## config.mk

```make
export PLATFORM = sky130hd
export DESIGN_NAME = pipe_stage_skid
export DESIGN_NICKNAME = d
export VERILOG_FILES = /design/src/rtl/pipe_pkg.sv /design/src/rtl/pipe_data_reg.sv /design/src/rtl/pipe_stage_skid.sv
export SDC_FILE = /design/constraint.sdc
export NUM_CORES = 1
export LEC_CHECK = 0
export CAP_MARGIN = 15
export CORE_ASPECT_RATIO = 0.5
export CORE_UTILIZATION = 50
export DETAILED_ROUTE_END_ITERATION = 10
export GPL_ROUTABILITY_DRIVEN = 1
export PLACE_DENSITY = 0.8
export RECOVER_POWER = 25
export SYNTH_ARGS = -nofsm -noshare
export SYNTH_HDL_FRONTEND = slang
export SYNTH_SLANG_ARGS = --single-unit
```

## constraint.sdc

```tcl
create_clock -name clk -period 2.43 [get_ports clk]
set_input_delay 0.243 -clock clk [delete_from_list [all_inputs] [get_ports clk]]
set_output_delay 0.243 -clock clk [all_outputs]
set_load 0.02 [all_outputs]
```

## src/rtl/pipe_pkg.sv

```systemverilog
// Shared types for the pipeline stage registers: handshake state encoding,
// per-stage payload structs and their packed widths.
package pipe_pkg;

  typedef enum logic [1:0] {
    PS_EMPTY = 2'd0,
    PS_BUSY  = 2'd1,
    PS_FULL  = 2'd2
  } pipe_state_e;

  typedef struct packed {
    logic       reg_write;
    logic       mem_read;
    logic       mem_write;
    logic       mem_to_reg;
    logic       branch;
    logic       jump;
    logic       alu_src;
    logic [3:0] alu_op;
  } ctrl_t;

  typedef struct packed {
    logic [31:0] pc;
    logic [31:0] instr;
  } if_id_t;

  typedef struct packed {
    logic [31:0] pc;
    logic [31:0] rs1_val;
    logic [31:0] rs2_val;
    logic [31:0] imm;
    logic [4:0]  rd;
    ctrl_t       ctrl;
  } id_ex_t;

  typedef struct packed {
    logic [31:0] alu_out;
    logic [31:0] rs2;
    logic        cmp;
    logic [31:0] jmp_pc;
    logic [4:0]  rd;
    ctrl_t       ctrl;
  } ex_mem_t;

  typedef struct packed {
    logic [31:0] alu_out;
    logic [31:0] mem_data;
    logic [4:0]  rd;
    ctrl_t       ctrl;
  } mem_wb_t;

  localparam int unsigned IF_ID_W  = $bits(if_id_t);
  localparam int unsigned ID_EX_W  = $bits(id_ex_t);
  localparam int unsigned EX_MEM_W = $bits(ex_mem_t);
  localparam int unsigned MEM_WB_W = $bits(mem_wb_t);

  // Number of live entries held for a given state; unknown encodings read as empty.
  function automatic logic [1:0] occ_of(input pipe_state_e s);
    logic [1:0] occ;
    occ = 2'd0;
    case (s)
      PS_BUSY: occ = 2'd1;
      PS_FULL: occ = 2'd2;
      default: occ = 2'd0;
    endcase
    return occ;
  endfunction

endpackage

```

## src/rtl/pipe_data_reg.sv

```systemverilog
// WIDTH-bit payload register with async reset, load enable and a synchronous
// clear back to RESET_VAL (clear wins over load).
module pipe_data_reg #(
  parameter int unsigned      WIDTH     = 32,
  parameter logic [WIDTH-1:0] RESET_VAL = '0
) (
  input  logic             clk,
  input  logic             reset,
  input  logic             en,
  input  logic             clr,
  input  logic [WIDTH-1:0] d,
  output logic [WIDTH-1:0] q
);

  logic [WIDTH-1:0] data_q;
  logic [WIDTH-1:0] data_d;

  always_comb begin
    data_d = data_q;
    if (clr) begin
      data_d = RESET_VAL;
    end else if (en) begin
      data_d = d;
    end
  end

  always_ff @(posedge clk or posedge reset) begin
    if (reset) begin
      data_q <= RESET_VAL;
    end else begin
      data_q <= data_d;
    end
  end

  assign q = data_q;

endmodule

```

## src/rtl/pipe_stage_skid.sv

```systemverilog
// Valid/ready pipeline stage with a 2-entry skid buffer: main register drives
// out_data, skid catches the beat accepted while downstream stalls.
//
// state    | meaning
// PS_EMPTY | nothing held, out_valid=0, in_ready=1
// PS_BUSY  | main holds the head payload, skid free
// PS_FULL  | main holds head, skid holds next; upstream stalled
module pipe_stage_skid
  import pipe_pkg::*;
#(
  parameter int unsigned      WIDTH     = 32,
  parameter logic [WIDTH-1:0] RESET_VAL = '0
) (
  input  logic             clk,
  input  logic             reset,
  input  logic             flush,
  input  logic             in_valid,
  output logic             in_ready,
  input  logic [WIDTH-1:0] in_data,
  output logic             out_valid,
  input  logic             out_ready,
  output logic [WIDTH-1:0] out_data,
  output logic [1:0]       occupancy
);

  pipe_state_e      state_q;
  pipe_state_e      state_d;
  logic             in_fire;
  logic             out_fire;
  logic             main_en;
  logic             main_from_skid;
  logic             skid_en;
  logic [WIDTH-1:0] main_d;
  logic [WIDTH-1:0] main_q;
  logic [WIDTH-1:0] skid_q;

  // Handshake outputs come from the state register only, so out_ready never
  // reaches in_ready combinationally. Illegal encodings advertise neither.
  assign in_ready  = (state_q == PS_EMPTY) || (state_q == PS_BUSY);
  assign out_valid = (state_q == PS_BUSY)  || (state_q == PS_FULL);
  assign occupancy = occ_of(state_q);
  assign out_data  = main_q;

  assign in_fire  = in_valid  & in_ready;
  assign out_fire = out_valid & out_ready;

  always_ff @(posedge clk or posedge reset) begin
    if (reset) begin
      state_q <= PS_EMPTY;
    end else begin
      state_q <= state_d;
    end
  end

  always_comb begin
    state_d        = state_q;
    main_en        = 1'b0;
    main_from_skid = 1'b0;
    skid_en        = 1'b0;

    case (state_q)
      PS_EMPTY: begin
        if (in_fire) begin
          state_d = PS_BUSY;
          main_en = 1'b1;
        end
      end
      PS_BUSY: begin
        if (in_fire && out_fire) begin
          main_en = 1'b1;
        end else if (in_fire) begin
          state_d = PS_FULL;
          skid_en = 1'b1;
        end else if (out_fire) begin
          state_d = PS_EMPTY;
        end
      end
      PS_FULL: begin
        if (out_fire) begin
          state_d        = PS_BUSY;
          main_en        = 1'b1;
          main_from_skid = 1'b1;
        end
      end
      default: begin
        state_d = PS_EMPTY;
      end
    endcase

    // Flush discards anything accepted this cycle; registers are cleared below.
    if (flush) begin
      state_d        = PS_EMPTY;
      main_en        = 1'b0;
      main_from_skid = 1'b0;
      skid_en        = 1'b0;
    end
  end

  assign main_d = main_from_skid ? skid_q : in_data;

  pipe_data_reg #(
    .WIDTH     (WIDTH),
    .RESET_VAL (RESET_VAL)
  ) u_main (
    .clk   (clk),
    .reset (reset),
    .en    (main_en),
    .clr   (flush),
    .d     (main_d),
    .q     (main_q)
  );

  pipe_data_reg #(
    .WIDTH     (WIDTH),
    .RESET_VAL (RESET_VAL)
  ) u_skid (
    .clk   (clk),
    .reset (reset),
    .en    (skid_en),
    .clr   (flush),
    .d     (in_data),
    .q     (skid_q)
  );

endmodule
```

# [After elaboration in Yosys (flattened, before gate mapping)]
# Cells that the tools add are included.
# Widths: inputs -> output; s select.
[word_totals] inputBits=37 out_inout_bits=36 elab_cells=41 reg_bits=66
[op_classes] n_bitwise=2 reduce_logical=7 n_mux=23 n_eq_ne=6
[ops] operator="$mux 32" n=5
[ops] operator="$mux 2" n=6
[ops] operator="$mux 1" n=9
[ops] operator="$ne 3x3->1 const B" n=3
[ops] operator="$pmux 2 s3" n=1
[ops] operator="$ne 4x4->1 const B" n=1
[ops] operator="$pmux 2 s2" n=1
[ops] operator="$reduce_and 4->1" n=1
[ops] operator="$reduce_bool 2->1" n=2
[ops] operator="$pmux 1 s3" n=1
[ops] operator="$and 1x1->1" n=2
[ops] operator="$eq 2x1->1 const B" n=1
[ops] operator="$eq 2x2->1 const B" n=1
[ops] operator="$logic_not 2->1" n=1
[ops] operator="$logic_or 1x1->1" n=2
[ops] operator="$logic_and 1x1->1" n=1

# [Logic depth before layout (Yosys ltp)]
[depth] depth_word=9 depth_mapped=8 ltp_nobuf=6

# [Hierarchy]
# Synthesis repeated with hierarchy kept, for this count alone.
[unflattened] cells_unflattened=275 hier_area_um2=3310.7
[modules_own_cells] mod="pipe_data_reg" n_inst=2 area_each_um2=1327.5 cells_per_inst=104
[modules_own_cells] mod="pipe_stage_skid" n_inst=1 area_each_um2=655.6 cells_per_inst=67

# [Least setup slack after synthesis]
# OpenSTA, ideal clock, no wires.
[synth_path] path_type="flip-flop to flip-flop" startpoint="register state_q[0]" endpoint="register state_q[0]" setup_ns=0.125 synth_period_minus_slack_ns=1.941 t_arrival_ns=1.816 t_required_ns=2.305 path_buffers=0 path_stages_with_launch=7 setup_slack_ns=0.489 path_cell_list="dfrtp_1 > inv_1 > ha_1 > or2_2 > a21o_1 > a32oi_1 > mux2_2"
[synth_between] elab_chain_cells=7
[synth_lines] element="from (decl)" line="pipe_stage_skid.sv:26" text="pipe_state_e state_q;"
[synth_lines] element="from (signal assigned)" line="pipe_stage_skid.sv:51" text="state_q <= state_d;"
[synth_lines] element="$eq 2x1->1 / $logic_not 2->1 (equally long branches)" line="pipe_stage_skid.sv:39" text="assign in_ready = (state_q == PS_EMPTY) || (state_q == PS_BUSY);"
[synth_lines] element="$logic_or 1x1->1 *" line="pipe_stage_skid.sv:39"
[synth_lines] element="named net in_ready" line="pipe_stage_skid.sv:18" text="output logic in_ready,"
[synth_lines] element="$and 1x1->1 *" line="pipe_stage_skid.sv:44" text="assign in_fire = in_valid & in_ready;"
[synth_lines] element="$mux 2" line="pipe_stage_skid.sv:71" text="end else if (in_fire) begin"
[synth_lines] element="$mux 2" line="pipe_stage_skid.sv:69" text="if (in_fire && out_fire) begin"
[synth_lines] element="$pmux 2 s3" line="pipe_stage_skid.sv:61" text="case (state_q)"
[synth_lines] element="$mux 2" line="pipe_stage_skid.sv:91" text="if (flush) begin"
# Mark *: on every way through the listed nets, which the timed path passes. The rest lies on a longest branch. The select of a mux whose other input is x is not followed.
# A chain may end at the register's enable or synchronous reset.

# [Final worst setup path]
[layout_path] startpoint="register state_q[0]" endpoint="output in_ready"
[layout_between] elab_chain_cells=2
[layout_lines] element="$eq 2x1->1 / $logic_not 2->1 (equally long branches)" line="pipe_stage_skid.sv:39"
[layout_lines] element="$logic_or 1x1->1 *" line="pipe_stage_skid.sv:39"
[layout_lines] element="to (decl)" line="pipe_stage_skid.sv:18"
# Every way passes the cells marked *; elsewhere a longest branch is shown, timed or not.

==> run summary <==
post-cts resize count: 0
synthesized instance count: 346
Num CTS Buffers: 9
Worst Hold End: u_skid.q[6]
routed vias: 2,920
commonest non-fill, non-tap cell in the layout: nand2_1
Top delay family on crit path: buffers and inverters
Clk pin slew, worst setup/hold paths: 0.06 ns
row cnt: 19
RR Startpoint: state_q[0]
R2R depth: 7
min Tclk post-route: 2.24 ns
Initial Util: 54.2%
setup_tns: 0 ns
most frequent cells in the layout: nand2_1 (97), clkdlybuf4s50_1 (70), dfrtp_1 (66)
io pins: 73
Max Cap Viol: 0
DIE AREA: 6550 µm²
first drt pass iteration count: 7
EDFF count, synth: 0
Skew-Pair Late Insertion Delay: 0.33 ns
Setup Buffers After CTS: 0
CP arrival: 1.99 ns
final worst setup slack: 0.193 ns
crit path kind: reg -> out
Nets: 456
max incr delay on CP: 0.54 ns
# diodes: 0
final WL: 8150 µm
TritonCTS clock tree: yes
Peak VDD IR: 0.000474 V
RR Endpoint: u_main.q[12]
Area growth, synth to finish: 36.9%
setup-violating endpoint count in the final report: 0
critical path cell sequence: inv_1 -> ha_1 -> or2_2 -> clkdlybuf4s50_1
Final Skew: 0.00518 ns
Hold Vio Cnt, Final: 0
vias in the first global route: 2,866
# hold bufs at CTS: 0
Async SR Flop Fraction: 100%
setup slack at placement: 0.390 ns
Relative slew margins: 36.6%
syn_area_per_cell: 8.98 µm²
die width: 114 µm
gr usage total: 26.7%
main flop type after synthesis: dfrtp_1
layout cell share with drive strength beyond 1: 8.85%
WL/cell: 16.2 µm
Hold Path Depth: 2
RSZ-0062 raised after global routing: false
hold path start: flush
# H-tree levels: 3
hold crit path type: in -> reg
clock buffer depth: 2
CP Buf/Inv Count: 2
#FFs+latches synth: 66
DRT antenna net count: 0
outcome: finished clean
FMAX: 0.447 GHz
core area: 5730 µm²
clock root buffer: clkbuf_16
pwr/cell area: 963 nW/µm²
P_leak: 1.81 nW
# DRC: 0
Worst path slowest cell: clkdlybuf4s50_1
Mapped Area: 3110 µm²
Critical Path Source Type: register
clk sinks: 66
Yosys warnings: 0
antenna violations before repair: 0
crit path capture type: output port
Tot Pwr: 4.10 mW
input/output buffers: 72
Die Y: 57.8 µm
DRT iter0 DRCs: 323
post-route clock period utilization: 92.1%
crit-path max FO: 6
Placer Congestion: 0.796
Overflow after GRT: 0
post-synth cell types: 23
first-pass GRT wire length: 13,500 µm
Core Util, Final: 74.3%
post-DP HPWL: 5200 µm
Max Slew Vio Count: 0
Reg2Reg Setup Slack: 0.34 ns
largest net degree at the start of global routing: 57
Post-Syn Nets: 389
via/cell ratio: 5.82
sequential area share after synthesis: 53.1%
CP required: 2.19 ns
slew at the pin with the worst max-slew slack: 0.950 ns
[report_power, final]
part           internal, mW  leakage, nW  total (mW)  switching, mW
Clock                  1.13        0.180        1.59          0.459
Sequential             1.26        0.889        1.37          0.107
Combinational         0.482        0.744        1.14          0.653
[state kept, by name (all words and copies together) (netlist names)]
name / count
u_main.q: 32
u_skid.q: 32
state_q: 2
[cell families (layout without fill, tap and decap cells)]
kind of cell	count (synthesis)	in the layout	synth area share, %
flops	66	66	53.1
compound gates	72	72	16.7
buf+inv	34	106	5.23
simple gates	166	166	21.7
fa+ha+maj	6	6	2.42
mux	2	2	0.725
[how the worst max path moves through the flow]
stage / from / endpoint / slack [ns] / depth (start not counted)
6_report: state_q[0] / in_ready / 0.19 / 4
5_1_grt: state_q[0] / in_ready / 0.09 / 4
4_1_cts: state_q[0] / in_ready / 0.19 / 4
3_5_place_dp: state_q[0] / u_main.q[12] / 0.39 / 7
3_3_place_gp: state_q[0] / state_q[0] / 0.52 / 6
2_1_floorplan: state_q[0] / state_q[0] / 0.49 / 6
[worst reg2reg max path: cells and delay by family (launching register included)]
family	cells	cell delay, ns
AND/OR/NAND/NOR	2	0.22
adder cells (fa/ha/maj)	1	0.41
buffers and inverters	2	0.45
AO/OA/AOI/OAI	2	0.44
flip-flops	1	0.44
[metrics by stage]
| step | cells | cell area, µm² | hold slack [ns] |
|---|---|---|---|
| final | 502 | 4260 | 0.246 |
| after global routing | 502 | 4260 | 0.251 |
| after global placement | 486 | 3890 | 0.510 |
| after CTS | 502 | 4260 | 0.240 |
| after floorplan | 346 | 3110 | 0.374 |
| after detailed placement | 486 | 3890 | 0.516 |
[per-layer routing]
| layer | GRT usage, % | part of all wire (%) | vias to the layer above |
|---|---|---|---|
| li1 | - | - | 1328 |
| met1 | 34.7 | 41 | 1418 |
| met2 | 44.5 | 50 | 155 |
| met3 | 6.90 | 7.2 | 19 |
| met4 | 8.65 | 1.9 | 0 |
| met5 | 0 | 0 | - |
[Yosys cell counts, drive strengths merged (2+ instances only)]
master	instances	area share (%)
mux2	2	0.72
clkbuf	19	2.3
a311oi	32	9.0
inv	4	0.48
nor2	33	4.0
nand3	32	5.2
a21oi	33	5.3
a21o	2	0.48
ha	6	2.4
buf	11	2.5
nand2	97	12
dfrtp	66	53
[final cells by class]
cell class,instances,area [µm²]
flip-flops and latches,66,1650
fillers,391,1470
multi-input cells,246,1300
repair buffers,86,818
clock buffers,11,243
clock inverters,5,125
well taps,84,105
inverters,4,15.0
Note: power is estimated with default switching activity, not from simulation.
